## src/rtl/memory_stage_ctrl_if.sv

```systemverilog
// Bundles the EX/MEM slot, the data-memory handshake and the MEM/WB register outputs
// seen by the memory-stage controller.
interface memory_stage_ctrl_if #(
  parameter int ADDR_W = 9,
  parameter int DATA_W = 16
);
  logic              in_valid;
  logic [DATA_W-1:0] alu_in;
  logic              z_in;
  logic [DATA_W-1:0] b_in;
  logic [1:0]        vsel_in;
  logic [1:0]        mem_cmd_in;
  logic [2:0]        write_num_in;
  logic              write_in;
  logic              stall;

  logic              mem_req;
  logic              mem_we;
  logic [ADDR_W-1:0] mem_addr;
  logic [DATA_W-1:0] mem_wdata;
  logic              mem_ack;
  logic [DATA_W-1:0] mem_rdata;

  logic [DATA_W-1:0] wb_data;
  logic [2:0]        wb_num;
  logic              wb_write;
  logic              wb_z;
  logic              mem_err;

  // The controller owns the memory request and the MEM/WB register.
  modport master (
    input  in_valid, alu_in, z_in, b_in, vsel_in, mem_cmd_in, write_num_in, write_in,
    input  mem_ack, mem_rdata,
    output stall, mem_req, mem_we, mem_addr, mem_wdata,
    output wb_data, wb_num, wb_write, wb_z, mem_err
  );

  modport slave (
    output in_valid, alu_in, z_in, b_in, vsel_in, mem_cmd_in, write_num_in, write_in,
    output mem_ack, mem_rdata,
    input  stall, mem_req, mem_we, mem_addr, mem_wdata,
    input  wb_data, wb_num, wb_write, wb_z, mem_err
  );
endinterface

```

## src/rtl/memory_stage_ctrl.sv

```systemverilog
// Memory pipeline stage: consumes the EX/MEM slot, runs a req/ack data-memory access when
// needed and loads the MEM/WB register; stalls upstream while an access is outstanding.
module memory_stage_ctrl #(
  parameter int ADDR_W   = 9,
  parameter int DATA_W   = 16,
  parameter int MAX_WAIT = 15
) (
  input logic                clk,
  input logic                reset,
  memory_stage_ctrl_if.master bus
);

  localparam int CNT_W = (MAX_WAIT > 1) ? $clog2(MAX_WAIT) : 1;
  localparam logic [CNT_W-1:0] LAST_WAIT = CNT_W'(MAX_WAIT - 1);

  typedef enum logic [1:0] {
    IDLE,
    REQ,
    DONE
  } state_t;

  state_t            state_q, state_d;
  logic [CNT_W-1:0]  cnt_q, cnt_d;
  logic              memReq_q, memReq_d;
  logic              memWe_q, memWe_d;
  logic [ADDR_W-1:0] memAddr_q, memAddr_d;
  logic [DATA_W-1:0] memWdata_q, memWdata_d;
  logic [DATA_W-1:0] alu_q, alu_d;
  logic [1:0]        vsel_q, vsel_d;
  logic [2:0]        num_q, num_d;
  logic              write_q, write_d;
  logic              z_q, z_d;
  logic [DATA_W-1:0] wbData_q, wbData_d;
  logic [2:0]        wbNum_q, wbNum_d;
  logic              wbWrite_q, wbWrite_d;
  logic              wbZ_q, wbZ_d;
  logic              memErr_q, memErr_d;
  logic              isMem;

  // Only load (01) and store (10) touch memory; 11 behaves like no command.
  assign isMem = (bus.mem_cmd_in == 2'b01) || (bus.mem_cmd_in == 2'b10);

  assign bus.stall = !reset &&
                     (((state_q == IDLE) && bus.in_valid && isMem) || (state_q == REQ));

  always_comb begin
    state_d    = state_q;
    cnt_d      = cnt_q;
    memReq_d   = memReq_q;
    memWe_d    = memWe_q;
    memAddr_d  = memAddr_q;
    memWdata_d = memWdata_q;
    alu_d      = alu_q;
    vsel_d     = vsel_q;
    num_d      = num_q;
    write_d    = write_q;
    z_d        = z_q;
    wbData_d   = wbData_q;
    wbNum_d    = wbNum_q;
    wbWrite_d  = wbWrite_q;
    wbZ_d      = wbZ_q;
    memErr_d   = memErr_q;

    unique case (state_q)
      IDLE: begin
        if (!bus.in_valid) begin
          wbWrite_d = 1'b0;
        end else if (isMem) begin
          memAddr_d  = bus.alu_in[ADDR_W-1:0];
          memWdata_d = bus.b_in;
          alu_d      = bus.alu_in;
          vsel_d     = bus.vsel_in;
          num_d      = bus.write_num_in;
          write_d    = bus.write_in;
          z_d        = bus.z_in;
          memReq_d   = 1'b1;
          memWe_d    = (bus.mem_cmd_in == 2'b10);
          cnt_d      = '0;
          wbWrite_d  = 1'b0;
          state_d    = REQ;
        end else begin
          wbData_d  = bus.alu_in;
          wbNum_d   = bus.write_num_in;
          wbWrite_d = bus.write_in;
          wbZ_d     = bus.z_in;
        end
      end

      REQ: begin
        // An ack in the final wait cycle still completes the access normally.
        if (bus.mem_ack) begin
          memReq_d = 1'b0;
          wbNum_d  = num_q;
          wbZ_d    = z_q;
          if (!memWe_q) begin
            wbData_d  = (vsel_q == 2'b11) ? bus.mem_rdata : alu_q;
            wbWrite_d = write_q;
          end else begin
            wbWrite_d = 1'b0;
          end
          state_d = DONE;
        end else if (cnt_q == LAST_WAIT) begin
          memReq_d  = 1'b0;
          memErr_d  = 1'b1;
          wbWrite_d = 1'b0;
          state_d   = DONE;
        end else begin
          cnt_d = cnt_q + 1'b1;
        end
      end

      DONE: begin
        wbWrite_d = 1'b0;
        state_d   = IDLE;
      end

      default: begin
        state_d = IDLE;
      end
    endcase
  end

  always_ff @(posedge clk) begin
    if (reset) begin
      state_q    <= IDLE;
      cnt_q      <= '0;
      memReq_q   <= 1'b0;
      memWe_q    <= 1'b0;
      memAddr_q  <= '0;
      memWdata_q <= '0;
      alu_q      <= '0;
      vsel_q     <= '0;
      num_q      <= '0;
      write_q    <= 1'b0;
      z_q        <= 1'b0;
      wbData_q   <= '0;
      wbNum_q    <= '0;
      wbWrite_q  <= 1'b0;
      wbZ_q      <= 1'b0;
      memErr_q   <= 1'b0;
    end else begin
      state_q    <= state_d;
      cnt_q      <= cnt_d;
      memReq_q   <= memReq_d;
      memWe_q    <= memWe_d;
      memAddr_q  <= memAddr_d;
      memWdata_q <= memWdata_d;
      alu_q      <= alu_d;
      vsel_q     <= vsel_d;
      num_q      <= num_d;
      write_q    <= write_d;
      z_q        <= z_d;
      wbData_q   <= wbData_d;
      wbNum_q    <= wbNum_d;
      wbWrite_q  <= wbWrite_d;
      wbZ_q      <= wbZ_d;
      memErr_q   <= memErr_d;
    end
  end

  assign bus.mem_req   = memReq_q;
  assign bus.mem_we    = memWe_q;
  assign bus.mem_addr  = memAddr_q;
  assign bus.mem_wdata = memWdata_q;
  assign bus.wb_data   = wbData_q;
  assign bus.wb_num    = wbNum_q;
  assign bus.wb_write  = wbWrite_q;
  assign bus.wb_z      = wbZ_q;
  assign bus.mem_err   = memErr_q;

endmodule

```

## src/flat_wrapper.sv

```systemverilog
// flat-port wrapper written by rule: the top's interface ports become plain ports
module memory_stage_ctrl_flat 
#(
  parameter int ADDR_W   = 9,
  parameter int DATA_W   = 16,
  parameter int MAX_WAIT = 15
)
  (clk, reset, bus_in_valid, bus_alu_in, bus_z_in, bus_b_in, bus_vsel_in, bus_mem_cmd_in, bus_write_num_in, bus_write_in, bus_mem_ack, bus_mem_rdata, bus_stall, bus_mem_req, bus_mem_we, bus_mem_addr, bus_mem_wdata, bus_wb_data, bus_wb_num, bus_wb_write, bus_wb_z, bus_mem_err);
  memory_stage_ctrl_if #(.ADDR_W(ADDR_W), .DATA_W(DATA_W)) bus_i ();
  input logic clk;
  input logic reset;
  input wire logic [$bits(bus_i.in_valid)-1:0] bus_in_valid;
  input wire logic [$bits(bus_i.alu_in)-1:0] bus_alu_in;
  input wire logic [$bits(bus_i.z_in)-1:0] bus_z_in;
  input wire logic [$bits(bus_i.b_in)-1:0] bus_b_in;
  input wire logic [$bits(bus_i.vsel_in)-1:0] bus_vsel_in;
  input wire logic [$bits(bus_i.mem_cmd_in)-1:0] bus_mem_cmd_in;
  input wire logic [$bits(bus_i.write_num_in)-1:0] bus_write_num_in;
  input wire logic [$bits(bus_i.write_in)-1:0] bus_write_in;
  input wire logic [$bits(bus_i.mem_ack)-1:0] bus_mem_ack;
  input wire logic [$bits(bus_i.mem_rdata)-1:0] bus_mem_rdata;
  output wire logic [$bits(bus_i.stall)-1:0] bus_stall;
  output wire logic [$bits(bus_i.mem_req)-1:0] bus_mem_req;
  output wire logic [$bits(bus_i.mem_we)-1:0] bus_mem_we;
  output wire logic [$bits(bus_i.mem_addr)-1:0] bus_mem_addr;
  output wire logic [$bits(bus_i.mem_wdata)-1:0] bus_mem_wdata;
  output wire logic [$bits(bus_i.wb_data)-1:0] bus_wb_data;
  output wire logic [$bits(bus_i.wb_num)-1:0] bus_wb_num;
  output wire logic [$bits(bus_i.wb_write)-1:0] bus_wb_write;
  output wire logic [$bits(bus_i.wb_z)-1:0] bus_wb_z;
  output wire logic [$bits(bus_i.mem_err)-1:0] bus_mem_err;
  assign bus_i.in_valid = bus_in_valid;
  assign bus_i.alu_in = bus_alu_in;
  assign bus_i.z_in = bus_z_in;
  assign bus_i.b_in = bus_b_in;
  assign bus_i.vsel_in = bus_vsel_in;
  assign bus_i.mem_cmd_in = bus_mem_cmd_in;
  assign bus_i.write_num_in = bus_write_num_in;
  assign bus_i.write_in = bus_write_in;
  assign bus_i.mem_ack = bus_mem_ack;
  assign bus_i.mem_rdata = bus_mem_rdata;
  assign bus_stall = bus_i.stall;
  assign bus_mem_req = bus_i.mem_req;
  assign bus_mem_we = bus_i.mem_we;
  assign bus_mem_addr = bus_i.mem_addr;
  assign bus_mem_wdata = bus_i.mem_wdata;
  assign bus_wb_data = bus_i.wb_data;
  assign bus_wb_num = bus_i.wb_num;
  assign bus_wb_write = bus_i.wb_write;
  assign bus_wb_z = bus_i.wb_z;
  assign bus_mem_err = bus_i.mem_err;
  memory_stage_ctrl #(.ADDR_W(ADDR_W), .DATA_W(DATA_W), .MAX_WAIT(MAX_WAIT)) u_core (.clk(clk), .reset(reset), .bus(bus_i));
endmodule
```

## config.mk

```make
export PLATFORM = sky130hd
export DESIGN_NAME = memory_stage_ctrl_flat
export DESIGN_NICKNAME = d
export VERILOG_FILES = /design/src/rtl/memory_stage_ctrl_if.sv /design/src/rtl/memory_stage_ctrl.sv /design/src/flat_wrapper.sv
export SDC_FILE = /design/constraint.sdc
export NUM_CORES = 1
export LEC_CHECK = 0
export CAP_MARGIN = 20
export CORE_MARGIN = 2
export CORE_UTILIZATION = 40
export DETAILED_ROUTE_END_ITERATION = 10
export MAX_ROUTING_LAYER = met4
export PLACE_DENSITY = 0.72
export SLEW_MARGIN = 20
export SYNTH_ARGS = -nofsm -noshare
export SYNTH_HDL_FRONTEND = slang
export SYNTH_SLANG_ARGS = --single-unit
```

## constraint.sdc

```tcl
create_clock -name clk -period 1.9 [get_ports clk]
set_input_delay 0.19 -clock clk [delete_from_list [all_inputs] [get_ports clk]]
set_output_delay 0.19 -clock clk [all_outputs]
set_load 0.01 [all_outputs]
```

==> results of run 1 <==
registers in the layout, summed over array words and instances (netlist names), 2 cells and up:
signal and cells:
u_core.bus.mem_wdata 16, u_core.cnt_q 4, u_core.bus.wb_data 16, u_core.bus.wb_num 3
u_core.state_q 2, u_core.vsel_q 2, u_core.alu_q 16, u_core.num_q 3
per-layer routing:
metal  vias to the layer above  wire, um  global-route usage [%]
met5                         -         0                       -
met2                        79      3950                    32.2
met4                         0       142                    7.84
li1                       1504         -                       -
met3                        12       423                    4.60
met1                      1395      3850                    25.2
final cells by class:
| type | count | area, sq um | share of cell area, % |
|---|---|---|---|
| clock inverter | 6 | 88.8 | 1.92 |
| timing repair buffer | 130 | 1300 | 28.1 |
| tap | 102 | 128 | 2.76 |
| inverter | 5 | 21.3 | 0.460 |
| antenna | 1 | 2.50 | 0.0542 |
| multi-input combinational | 273 | 1570 | 34.0 |
| clock buffer | 9 | 124 | 2.68 |
| sequential | 69 | 1390 | 30.1 |
worst paths after layout:
path                                 from                      end  cells past startpoint
hold reg to reg   u_core.bus.mem_wdata[4]  u_core.bus.mem_wdata[4]                      2
setup reg to reg        u_core.state_q[1]    u_core.bus.wb_data[6]                      7
hold / removal          bus_mem_cmd_in[0]        u_core.bus.mem_we                      5
setup / recovery        u_core.state_q[1]    u_core.bus.wb_data[6]                      7
cells by family after synthesis:
group | after synthesis | share of synthesized area (%)
flops | 69 | 44.8
mux | 23 | 7.46
compound gates | 93 | 18.5
simple gates | 149 | 19.9
buf+inv | 40 | 6.16
fa+ha+maj | 8 | 3.24
what timing repair did:
| item | in CTS | in global routing |
|---|---|---|
| pin swaps | 0 | 1 |
| gates cloned | 0 | 2 |
| setup endpoints to repair | 4 | 18 |
| gates resized for setup | 4 | 17 |
metrics by stage:
stage               total power [mW]  cells  util [%]  hold WS [ns]  setup TNS [ns]
detailed placement              4.16    577      56.4         0.447          -11.63
global route                    5.98    595      60.7         0.333       -0.000140
finish                          5.60    595      60.7         0.312               0
global placement                4.10    577      56.4         0.440           -8.61
CTS                             5.46    592      59.3         0.379               0
floorplan                       3.15    382         -         0.326               0
placed cells by master, fill, tap and decap left out, drive strengths merged, types with 7 or more instances in the layout:
cell type,n
dfxtp,69
buf,19
a211o,16
mux2i,23
clkbuf,11
nand2,101
a21oi,63
ha,8
clkdlybuf4s50,107
a211oi,7
nor2,29
power groups by stage:
stage	sequential, mW	combinational [mW]	clock [mW]
after floorplan	1.98	1.17	0
after global placement	1.90	2.20	0
final	1.90	2.41	1.29
after detailed placement	1.91	2.25	0
after global routing	1.93	2.65	1.40
after CTS	1.88	2.26	1.33
worst reg2reg max path, delay by kind of cell, from the launching register on:
kind / cells / cell delay [ns]
buffers and inverters: 2 / 0.27
AOI/OAI and AO/OA: 3 / 0.87
DFF: 1 / 0.37
and+or+nand+nor: 1 / 0.13
adders and majority gates: 1 / 0.17
==> reports/qor.yml, run 1 <==
logic_synthesis:
  synthTopCellsByArea: "dfxtp_1 (45%), nand2_1 (12%), a21oi_1 (10%)"
  yosys_register_bits: 69
  post-synth-top-count-cell: "nand2_1"
  synth_nets: 451
  synth_commonest_cells: "nand2_1 (100), dfxtp_1 (69), a21oi_1 (63)"
  number_of_enable_flip_flop_cells_after_synthesis: 0
  post-synth-top-area-cell: "dfxtp_1"
  synth_warnings: 0
  number_of_unique_standard_cell_types_used_by_synthesis: 31
  primary_flip_flop_cell_chosen_by_synthesis_mapping: "dfxtp_1"
  synth_cells: 382
  synth_largest_type_area_fraction_pct: 44.8
  avgSynthCellArea_sq_um: 8.08
  post_synthesis_sequential_area_ratio_pct: 44.8
  netlist_area_sq_um: 3090
  synthArstFlopShare_pct: 0
place:
  globalplace.congestion: 0.807
  pre_cts_slack_ns: -0.316
  hpwl_after_detailed_placement_um: 5460
  port_buffers: 110
  place_area_sq_um: 4290
floorplanning:
  floorplan.die.width_um: 91.8
  die_area_sq_um: 8430
  start_util_pct: 40.6
  boundaryPins: 111
  design.core.area_sq_um: 7610
  placement_rows: 32
  die_height_um: 91.8
global_route:
  antenna_found_initial: 1
  grt-ovfl-total: 0
  grt_first_pass_wirelength_um: 13400
  largest_net_degree_at_the_start_of_global_routing: 70
  grt_use_total_pct: 20.3
  grt_pass1_vias: 2867
job:
  cap_viol_max_count: 0
sta:
  finalCritPeriodShare_pct: 97.7
  max_freq_mhz: 539
  finalWorstPathRequiredPeriod_ns: 1.86
  tightestPinTransition_ns: 0.741
  clock_tree_skew_after_final_layout_ns: 0.0125
  max-slew-margin-rel_pct: 50.6
  setup_viol_count_final: 0
  setup_slack_ns: 0.0445
  final-hold-violation-count: 0
  drv_slew: 0
clock_network:
  hold_buffers: 0
  cts_num_sinks: 69
  cts_root_buf: "clkbuf_8"
  clkSlewWorstSetupHoldPaths_ns: 0.08
  clock_insertion_delay_worst_skew_ns: 0.34
  cts_buffer_depth: 2
  tritoncts: "yes"
  cts_setup_buffers: 0
  h-tree-depth: 3
  cts_buffers: 9
worst_setup_path:
  crit_type: "reg2reg"
  critPathArrivalTime_ns: 2.12
  cp_top_family: "compound AO/OA/AOI/OAI gates"
  critPathRequiredTime_ns: 2.17
  end_kind: "register"
  cp_slowest_stage_delay_ns: 0.51
  worstPathCellList: "inv_4, ha_4, nor2b_4, a2111o_1, clkbuf_16, a211o_1, a21oi_1"
  critical_path_peak_fanout: 8
  critical_path.n_buffers_inverters: 2
  ff2ff_setup_slack_ns: 0.04
  start_kind: "register"
  critical-path-slowest-cell: "a2111o_1"
power_and_ir_drop:
  clock_power_share_pct: 23.1
  power.ir.vdd_worst_v: 0.000591
  p_int_mw: 3.70
  power.sequential.fraction_pct: 33.9
  sw_frac_of_total_pct: 34.0
  power.density_cell_area_nw_per_um2: 1210
  p_sw_mw: 1.90
  leakage_nw: 1.81
  share_comb_of_total_power_pct: 43.0
drt:
  detail_route.wirelength_um: 8360
  initial_detailed_routing_violation_count: 136
  drt_pass1_iterations: 4
  routed_via_density: 5.03
  routedWlPerCell_um: 14.1
  postRouteAntennaNets: 0
  drc_errors: 0
  routed-via-count: 2990
finish:
  final_nets: 557
  finish.instance_area_sq_um: 4620
  synthToLayoutAreaGrowth_pct: 49.7
  fill_cells: 671
  post_route_cells_drive_above_1_share_pct: 10.6
hold_path:
  worstHoldPathType: "in2reg"
run_status:
  run_status: "finished clean"
No activity file was read; power rests on OpenSTA's default activity.
==> run 2, diff against run 1 <==
Settings changed: MAX_ROUTING_LAYER met4 to not set.
==> run 2 against run 1 <==
Net effect: sequential share of layout area about the same; wire length shrank 0.69%; cell area about the same; critical path type unchanged; largest cell class unchanged; highest routed layer unchanged.
==> reports/qor.yml, run 2 (synthesis gave the netlist of run 1 again) <==
hold_path:
  whs_endpoint: "u_core.bus.mem_we"
  timing.hold.worst_path_depth: 5  # unchanged
  hold_path.startpoint: "bus_mem_cmd_in[0]"
  worstHoldPathType: "in2reg"
drt:
  detail_route.wirelength_um: 8310  # -0.69%
  routed-via-count: 2994  # +0.13%
  drc_errors: 0  # unchanged
  drt_pass1_iterations: 4  # unchanged
  postRouteAntennaNets: 0  # unchanged
  routedWlPerCell_um: 14.0  # -0.53%
  initial_detailed_routing_violation_count: 133  # -2.2%
  routed_via_density: 5.04  # +0.30%
power_and_ir_drop:
  leakage_nw: 1.81  # about the same
  power.density_cell_area_nw_per_um2: 1210  # about the same
  power.ir.vdd_worst_v: 0.000596  # +0.73%
sta:
  clock_tree_skew_after_final_layout_ns: 0.0119  # -0.000588 ns
  drv_slew: 0  # unchanged
  max-slew-margin-rel_pct: 50.4  # -0.20 points
  tightestPinTransition_ns: 0.744  # +0.00303 ns
  finalWorstPathRequiredPeriod_ns: 1.84  # -0.0112 ns
  max_freq_mhz: 542  # +0.61%
  setup_viol_count_final: 0  # unchanged
  final-hold-violation-count: 0  # unchanged
  finalCritPeriodShare_pct: 97.1  # -0.59 points
finish:
  final_cells: 594  # -0.17%
  finish.instance_area_sq_um: 4620  # about the same
  final_nets: 557  # unchanged
  post_route_cells_drive_above_1_share_pct: 10.6  # unchanged
  layout.cells.most_common_list: "clkdlybuf4s50_1 (107), nand2_1 (100), dfxtp_1 (67)"
  layout.cells.most_common: "clkdlybuf4s50_1"
  antenna_cells: 0  # -1
  synthToLayoutAreaGrowth_pct: 49.6  # about the same
  fill_cells: 670  # -0.15%
floorplanning:
  design.core.area_sq_um: 7610  # unchanged
  boundaryPins: 111  # unchanged
  die_height_um: 91.8  # unchanged
  floorplan.die.width_um: 91.8  # unchanged
  placement_rows: 32  # unchanged
  start_util_pct: 40.6  # unchanged
  die_area_sq_um: 8430  # unchanged
run_status:
  run_status: "finished clean"
worst_setup_path:
  critPathRequiredTime_ns: 2.16  # about the same
  cp_slowest_stage_delay_ns: 0.51  # about the same
  timing.rr.start: "u_core.state_q[1]"
  ff2ff_setup_slack_ns: 0.06  # about the same
  critical_path.n_buffers_inverters: 2  # unchanged
  worstPathCellList: "inv_4, ha_4, nor2b_4, a2111o_1, clkbuf_16, a211o_1, a21oi_1"
  critPathArrivalTime_ns: 2.11  # about the same
  worstRegToRegCells: 7  # unchanged
  critical_path.reg2reg.endpoint: "u_core.bus.wb_data[1]"
  crit_type: "reg2reg"
  cp_top_family: "compound AO/OA/AOI/OAI gates"
  critical_path_peak_fanout: 8  # unchanged
  end_kind: "register"
  critical-path-slowest-cell: "a2111o_1"
  start_kind: "register"
clock_network:
  h-tree-depth: 3  # unchanged
  clkSlewWorstSetupHoldPaths_ns: 0.07  # about the same
  cts_buffer_depth: 2  # unchanged
  tritoncts: "yes"
  cts_buffers: 9  # unchanged
  clock_insertion_delay_worst_skew_ns: 0.34  # about the same
  cts_setup_buffers: 0  # unchanged
  cts_root_buf: "clkbuf_8"
  cts_num_sinks: 69  # unchanged
global_route:
  largest_net_degree_at_the_start_of_global_routing: 70  # unchanged
  grt_pass1_vias: 2862  # -0.17%
  grt_first_pass_wirelength_um: 13400  # unchanged
  grt_use_total_pct: 19.7  # -0.57 points
  grt-ovfl-total: 0  # unchanged
  antenna_found_initial: 1  # unchanged
place:
  hpwl_after_detailed_placement_um: 5460  # unchanged
  dpl.cell_count: 577  # unchanged
  port_buffers: 110  # unchanged
  globalplace.congestion: 0.796  # -1.4%
  place_area_sq_um: 4290  # unchanged
job:
  cap_viol_max_count: 0  # unchanged
run 2: layer usage:
| layer | up-vias | track usage (%) | wire [um] |
|---|---|---|---|
| met3 | 9 | 5.67 | 478 |
| li1 | 1504 | - | - |
| met4 | 0 | 7.84 | 129 |
| met5 | - | 0 | 0 |
| met1 | 1412 | 24.8 | 3670 |
| met2 | 69 | 31.9 | 4030 |
run 2: tightest hold or removal path, stage by stage:
cell            delay (ns)
dlymetal6s2s_1        0.11
inv_2                 0.06
ha_4                  0.15
nand2_1               0.04
a21oi_1               0.05
run 2: per-stage QoR:
| stage | setup slack, ns | util [%] | TNS (ns) | hold WS (ns) | power, mW |
|---|---|---|---|---|---|
| 5_1_grt | -0.0000551 | 60.7 | -0.0000551 | 0.335 | 5.98 |
| 3_3_place_gp | -0.294 | 56.4 | -8.61 | 0.440 | 4.10 |
| 2_1_floorplan | 0.120 | - | 0 | 0.326 | 3.15 |
| 6_report | 0.0557 | 60.7 | 0 | 0.306 | 5.59 |
| 3_5_place_dp | -0.316 | 56.4 | -11.63 | 0.447 | 4.16 |
| 4_1_cts | 0.0162 | 59.3 | 0 | 0.379 | 5.46 |
run 2: cell type report:
type	instances	area [sq um]	area share, %
multi-input combinational	273	1570	34.0
sequential	69	1390	30.1
timing repair buffer	130	1300	28.1
tap	102	128	2.76
clock buffer	9	124	2.68
clock inverter	6	88.8	1.92
inverter	5	21.3	0.461
run 2: worst max-delay path by stage:
stage | startpoint | endpoint | slack, ns | cells past startpoint
final | u_core.state_q[1] | u_core.bus.wb_data[1] | 0.06 | 7
after detailed placement | bus_mem_cmd_in[0] | bus_stall | -0.32 | 8
after global placement | bus_mem_cmd_in[0] | bus_stall | -0.29 | 8
after CTS | bus_mem_cmd_in[0] | bus_stall | 0.02 | 8
after global routing | u_core.state_q[1] | u_core.bus.wb_data[3] | -0.00006 | 7
after floorplan | u_core.state_q[1] | u_core.bus.wb_data[11] | 0.12 | 7
run 2: power breakdown:
group,switching (mW),internal [mW],total (mW)
clock network,0.559,0.731,1.29
registers,0.169,1.73,1.90
logic,1.17,1.24,2.41
run 2: what timing repair did:
item	in CTS	in global routing
hold buffers	0	0
pin swaps	0	1
gates cloned	0	2
gates resized for setup	4	17
endpoints found under the setup margin	4	18
==> run 3, diff against run 2 <==
Settings changed: CTS_CLUSTER_DIAMETER set to 60.
==> results of run 3 <==
Same layout as run 2: the final DEF is identical, and so are final timing and power.
